==> config.mk <==
export PLATFORM = sky130hd
export DESIGN_NAME = exe_muldiv
export DESIGN_NICKNAME = d
export VERILOG_FILES = /design/src/rtl/exe_muldiv.sv
export SDC_FILE = /design/constraint.sdc
export NUM_CORES = 1
export LEC_CHECK = 0
export ABC_AREA = 0
export CAP_MARGIN = 20
export CORE_MARGIN = 4
export CORE_UTILIZATION = 41
export DETAILED_ROUTE_END_ITERATION = 6
export MAX_ROUTING_LAYER = met4
export PLACE_DENSITY = 0.68
export REMOVE_ABC_BUFFERS = 1
export SYNTH_ARGS = -nofsm -noshare
export SYNTH_HDL_FRONTEND = slang
export SYNTH_SLANG_ARGS = --single-unit
==> constraint.sdc <==
create_clock -name clk -period 7.8 [get_ports clk]
set_clock_uncertainty 0.2 [all_clocks]
set_input_delay 0.78 -clock clk [delete_from_list [all_inputs] [get_ports clk]]
set_output_delay 0.78 -clock clk [all_outputs]
set_load 0.05 [all_outputs]
==> src/rtl/exe_muldiv.sv <==
// Iterative RV32M/RV64M multiply/divide unit: shift-add multiply and restoring
// divide over a shared accumulator, BITS_PER_CYCLE bits per CALC cycle.
module exe_muldiv #(
   parameter int XLEN           = 32,
   parameter int BITS_PER_CYCLE = 1
) (
   input  logic            clk,
   input  logic            reset_n,
   input  logic            req_v_i,
   output logic            req_rdy_o,
   input  logic [2:0]      op_i,
   input  logic [XLEN-1:0] rs1_data_i,
   input  logic [XLEN-1:0] rs2_data_i,
   input  logic [4:0]      rd_adr_i,
   input  logic            flush_i,
   output logic            busy_o,
   output logic            res_v_o,
   output logic [4:0]      res_adr_o,
   output logic [XLEN-1:0] res_data_o
);

   localparam int N     = XLEN / BITS_PER_CYCLE;
   localparam int CNT_W = (N > 1) ? $clog2(N) : 1;
   localparam int ACC_W = 2 * XLEN + 1;

   localparam logic [2:0] OP_MUL    = 3'd0;
   localparam logic [2:0] OP_MULH   = 3'd1;
   localparam logic [2:0] OP_MULHSU = 3'd2;
   localparam logic [2:0] OP_MULHU  = 3'd3;
   localparam logic [2:0] OP_DIV    = 3'd4;
   localparam logic [2:0] OP_DIVU   = 3'd5;
   localparam logic [2:0] OP_REM    = 3'd6;

   localparam logic [XLEN-1:0] MOST_NEG = {1'b1, {(XLEN-1){1'b0}}};

   typedef enum logic [1:0] {S_IDLE, S_CALC, S_FIXUP} state_t;

   state_t             state_q, state_d;
   logic [2:0]         op_q, op_d;
   logic [4:0]         rd_q, rd_d;
   logic               neg_q, neg_d;
   logic               rneg_q, rneg_d;
   logic               dbz_q, dbz_d;
   logic               ovf_q, ovf_d;
   logic [CNT_W-1:0]   cnt_q, cnt_d;
   logic [XLEN-1:0]    opb_q, opb_d;
   logic [ACC_W-1:0]   acc_q, acc_d;
   logic               res_v_q, res_v_d;
   logic [4:0]         res_adr_q, res_adr_d;
   logic [XLEN-1:0]    res_data_q, res_data_d;

   logic               s1, s2, is_div;
   logic [XLEN-1:0]    mag1, mag2;

   function automatic logic [XLEN-1:0] negx(input logic [XLEN-1:0] x, input logic neg);
      logic signed [XLEN-1:0] xs;
      xs = $signed(x);
      return neg ? $unsigned(-xs) : x;
   endfunction

   function automatic logic [2*XLEN-1:0] neg2x(input logic [2*XLEN-1:0] x, input logic neg);
      logic signed [2*XLEN-1:0] xs;
      xs = $signed(x);
      return neg ? $unsigned(-xs) : x;
   endfunction

   // Accumulator {hi[XLEN:0], lo[XLEN-1:0]}: lo holds the multiplier, product builds from the top.
   function automatic logic [ACC_W-1:0] mul_step(input logic [ACC_W-1:0] acc, input logic [XLEN-1:0] mcand);
      logic [ACC_W-1:0] a;
      logic [XLEN:0]    hi;
      a = acc;
      for (int i = 0; i < BITS_PER_CYCLE; i++) begin
         hi = a[2*XLEN:XLEN];
         if (a[0]) hi = hi + {1'b0, mcand};
         a = {1'b0, hi, a[XLEN-1:1]};
      end
      return a;
   endfunction

   // hi is the partial remainder, lo shifts the dividend out and the quotient in.
   function automatic logic [ACC_W-1:0] div_step(input logic [ACC_W-1:0] acc, input logic [XLEN-1:0] dvs);
      logic [ACC_W-1:0] a;
      a = acc;
      for (int i = 0; i < BITS_PER_CYCLE; i++) begin
         a = {a[2*XLEN-1:0], 1'b0};
         if (a[2*XLEN:XLEN] >= {1'b0, dvs}) begin
            a[2*XLEN:XLEN] = a[2*XLEN:XLEN] - {1'b0, dvs};
            a[0]           = 1'b1;
         end
      end
      return a;
   endfunction

   function automatic logic [XLEN-1:0] fixup(input logic [2:0] op, input logic [ACC_W-1:0] acc,
                                             input logic neg, input logic rneg,
                                             input logic dbz, input logic ovf);
      logic [2*XLEN-1:0] prod;
      logic [XLEN-1:0]   quo, rem, r;
      prod = neg2x(acc[2*XLEN-1:0], neg);
      quo  = negx(acc[XLEN-1:0], neg);
      // With a zero divisor the remainder is |rs1| re-signed, i.e. rs1 itself.
      rem  = negx(acc[2*XLEN-1:XLEN], rneg);
      case (op)
         OP_MUL:                       r = prod[XLEN-1:0];
         OP_MULH, OP_MULHSU, OP_MULHU: r = prod[2*XLEN-1:XLEN];
         OP_DIV, OP_DIVU:              r = dbz ? '1 : (ovf ? MOST_NEG : quo);
         default:                      r = ovf ? '0 : rem;
      endcase
      return r;
   endfunction

   assign is_div = op_i[2];
   assign s1     = rs1_data_i[XLEN-1] &
                   ((op_i == OP_MULH) | (op_i == OP_MULHSU) | (op_i == OP_DIV) | (op_i == OP_REM));
   assign s2     = rs2_data_i[XLEN-1] & ((op_i == OP_MULH) | (op_i == OP_DIV) | (op_i == OP_REM));
   assign mag1   = negx(rs1_data_i, s1);
   assign mag2   = negx(rs2_data_i, s2);

   always_comb begin
      state_d    = state_q;
      op_d       = op_q;
      rd_d       = rd_q;
      neg_d      = neg_q;
      rneg_d     = rneg_q;
      dbz_d      = dbz_q;
      ovf_d      = ovf_q;
      cnt_d      = cnt_q;
      opb_d      = opb_q;
      acc_d      = acc_q;
      res_v_d    = 1'b0;
      res_adr_d  = res_adr_q;
      res_data_d = res_data_q;
      if (flush_i) begin
         state_d = S_IDLE;
      end else begin
         case (state_q)
            S_IDLE: if (req_v_i) begin
               state_d = S_CALC;
               op_d    = op_i;
               rd_d    = rd_adr_i;
               neg_d   = s1 ^ s2;
               rneg_d  = s1;
               dbz_d   = (rs2_data_i == '0);
               ovf_d   = ((op_i == OP_DIV) | (op_i == OP_REM)) &
                         (rs1_data_i == MOST_NEG) & (rs2_data_i == '1);
               cnt_d   = '0;
               opb_d   = is_div ? mag2 : mag1;
               acc_d   = {{(XLEN+1){1'b0}}, (is_div ? mag1 : mag2)};
            end
            S_CALC: begin
               acc_d = op_q[2] ? div_step(acc_q, opb_q) : mul_step(acc_q, opb_q);
               cnt_d = cnt_q + 1'b1;
               if (cnt_q == CNT_W'(N-1)) state_d = S_FIXUP;
            end
            S_FIXUP: begin
               state_d    = S_IDLE;
               res_v_d    = 1'b1;
               res_adr_d  = rd_q;
               res_data_d = fixup(op_q, acc_q, neg_q, rneg_q, dbz_q, ovf_q);
            end
            default: state_d = S_IDLE;
         endcase
      end
   end

   always_ff @(posedge clk) begin
      op_q   <= op_d;
      rd_q   <= rd_d;
      neg_q  <= neg_d;
      rneg_q <= rneg_d;
      dbz_q  <= dbz_d;
      ovf_q  <= ovf_d;
      cnt_q  <= cnt_d;
      opb_q  <= opb_d;
      acc_q  <= acc_d;
      if (!reset_n) begin
         state_q    <= S_IDLE;
         res_v_q    <= 1'b0;
         res_adr_q  <= '0;
         res_data_q <= '0;
      end else begin
         state_q    <= state_d;
         res_v_q    <= res_v_d;
         res_adr_q  <= res_adr_d;
         res_data_q <= res_data_d;
      end
   end

   assign req_rdy_o  = (state_q == S_IDLE);
   assign busy_o     = (state_q != S_IDLE);
   assign res_v_o    = res_v_q;
   assign res_adr_o  = res_adr_q;
   assign res_data_o = res_data_q;

endmodule

==> qor.yml <==
die:
  die_y_um: 197
  start_util: 0.415
  die_area_um2: 39000
  ios: 116
  core_region_area_um2: 35500
  die_w_um: 197
  row_count: 69
clock_tree:
  cts_root_buf: "clkbuf_16"
  clkTransAtPathRegs_ns: 0.07
  cts_buffer_depth: 2
  cts_num_sinks: 154
  cts_hold_buf: 0
  cts_resized: 0
  numCtsBuffers: 17
  htree_levels: 4
  cts_setup_buffers: 0
  cts_tree: "yes"
  clk_latency_ns: 0.44
routing:
  drt_iter0_drc: 1102
  vias: 14000
  drc: 0
  first_pass_iters: 5
  detail-route-antenna-nets: 0
  vias_per_cell: 6.09
  wirelength_um: 47200
  wl_per_cell_um: 20.6
global_route:
  grt_pass1_vias: 13300
  antenna_found_initial: 0
  grt_pass1_wl_um: 73800
  grt_usage: 0.243
  grt_max_degree: 71
  grt_overflow_total: 0
layout:
  n_antenna_cell: 0
  nNetsFinal: 1973
  syn_to_final_growth_pct: 13.9
  finalCoreUtilization: 0.472
  layout-drive-gt1-share: 0.0425
sta:
  timing.fmax_ghz: 0.220
  slew_violations: 0
  finalHoldViolations: 0
  worst_pin_slew_ns: 1.19
  tns_ns: 0
  setup_viol: 0
  fin_crit_ns: 4.55
  post-route-period-util: 0.583
  timing.slew.headroom: 0.210
  rsz0062_at_grt: "false"
yosys:
  yosysTopAreaCell: "edfxtp_1"
  ys_seq_area_frac: 0.287
  ys_warn_count: 0
  netlist_area_um2: 14700
  synth_seq_cells: 154
  synthCells: 1790
  ys.flop_type: "edfxtp_1"
  async_flop_share: 0
  synth_edf_count: 114
  synth_cell_types: 71
  synth_area_per_cell_um2: 8.22
  synth_top_area_frac: 0.233
  synth_area_leaders: "edfxtp_1 (23%), mux2i_1 (6.5%), ha_1 (6.0%), xor2_1 (5.9%), xnor2_1 (5.8%)"
outcome:
  status: "finished clean"
setup_path:
  worstPathRequired_ns: 7.93
  rrSetupSlack_ns: 3.25
  worstSetupEndpointType: "register"
  crit_type: "reg -> reg"
  crit_fanout: 47
  cp-start-kind: "register"
  worstPathArrival_ns: 4.67
power:
  p_leak_nw: 6.28
  max-vdd-ir-drop_mv: 0.150
  power_density_nw_per_um2: 155
job:
  drv_cap: 0
placed_design:
  gp_congestion: 0.961
  io_buffers: 115
  dp_hpwl_um: 35900
hold_path:
  hold_class: "reg -> reg"
==> cell families (layout without fill, tap and decap cells) <==
family,Yosys count,in the layout,share of synthesized area
multiplexers,98,98,0.0669
AND/OR/NAND/NOR,517,517,0.174
XOR/XNOR,196,196,0.117
flip-flops,154,154,0.287
buffers and inverters,186,233,0.0489
AO/OA/AOI/OAI,566,566,0.243
adder cells (fa/ha/maj),73,73,0.0631
==> cell usage in the layout (no fill, tap or decap), drive strengths merged, types with 20 or more instances in the layout <==
| cell | n |
|---|---|
| a211oi | 42 |
| a21o | 31 |
| o31ai | 35 |
| nor3 | 31 |
| nor2 | 137 |
| o21ai | 155 |
| or3 | 36 |
| nand2 | 133 |
| xor2 | 99 |
| a21oi | 160 |
| edfxtp | 114 |
| buf | 20 |
| or4 | 24 |
| mux2i | 95 |
| nand3 | 33 |
| inv | 66 |
| clkbuf | 24 |
| o221ai | 22 |
| xnor2 | 97 |
| dfxtp | 40 |
| clkdlybuf4s50 | 114 |
| ha | 71 |
| nand4 | 22 |
==> routing by layer <==
layer  vias to the layer above  GRT usage  wire (µm)
met5                         -          -          0
met1                      6642      0.326      20900
met3                        83     0.0271       2950
met4                         0     0.0860       1460
li1                       6728          -          -
met2                       550      0.382      21900
==> state kept, by name (all words and copies together) (netlist names) <==
| name | flops |
|---|---|
| res_data_o | 32 |
| acc_q | 65 |
| ovf_q | 1 |
| rd_q | 5 |
| res_adr_o | 5 |
| neg_q | 1 |
| state_q | 2 |
| rneg_q | 1 |
| cnt_q | 5 |
| op_q | 3 |
| res_v_o | 1 |
| dbz_q | 1 |
| opb_q | 32 |
==> synthesized netlist by cell type, types with 6 or more instances <==
cell type and n:
a21oi_1 160, o21ai_0 152, nor2_1 137, nand2_1 133, edfxtp_1 114, clkbuf_1 109, xor2_1 99, xnor2_1 97
mux2i_1 95, ha_1 71, inv_1 64, a211oi_1 42, dfxtp_1 40, or3_1 36, o31ai_1 35, nand3_1 33
a21o_1 31, nor3_1 31, nand4_1 22, o221ai_1 22, or4_1 22, nor2b_1 19, o41ai_1 19, nor4_1 17
nand2b_1 14, o21bai_1 14, a31oi_1 13, and2_1 12, and3_1 12, o211ai_1 12, a221oi_1 11, nor3b_1 7
o21a_1 6, o22ai_1 6
==> cell type report <==
cell class	instances	area, µm²
Multi-Input combinational cell	1450	9810
Timing Repair Buffer	134	1290
Inverter	67	251
Clock buffer	24	524
Fill cell	3455	18700
Tap cell	461	577
Sequential cell	154	4220
Clock inverter	8	80.1
==> worst paths after layout <==
kind | start | endpoint | depth (start not counted)
max reg2reg | acc_q[0] | res_data_o[16] | 12
max | acc_q[0] | res_data_o[16] | 12
min | res_adr_o[2] | res_adr_o[2] | 2
min reg2reg | res_adr_o[2] | res_adr_o[2] | 2
==> per-stage QoR <==
step                total power, mW  area [µm²]  hold slack [ns]  worst slack [ns]  std cells
finish                         2.60       16800            0.260              3.25       2298
global route                   2.72       16800            0.290              2.98       2298
CTS                            2.60       16800            0.263              3.34       2298
detailed placement             1.74       16200            0.255              2.97       2266
global placement               1.73       16200            0.244              3.05       2266
floorplan                      1.51       14200            0.271              1.44       1671
==> worst max-delay path: stages, from the launching register on <==
cell and delay [ns]:
edfxtp_1 0.32, buf_4 0.42, clkinv_1 0.71, ha_1 0.50, nand2b_1 0.12, or3_1 0.19
nand2b_1 0.22, nand2b_1 0.24, or3_1 0.63, o21ai_0 0.24, xnor2_1 0.18, a221oi_1 0.35
nor2_1 0.08
==> report_power, final <==
| group | internal, mW | switching [mW] |
|---|---|---|
| combinational | 0.303 | 0.429 |
| sequential | 0.935 | 0.0697 |
| clock | 0.504 | 0.360 |
Power figures use the tool's default switching activity.
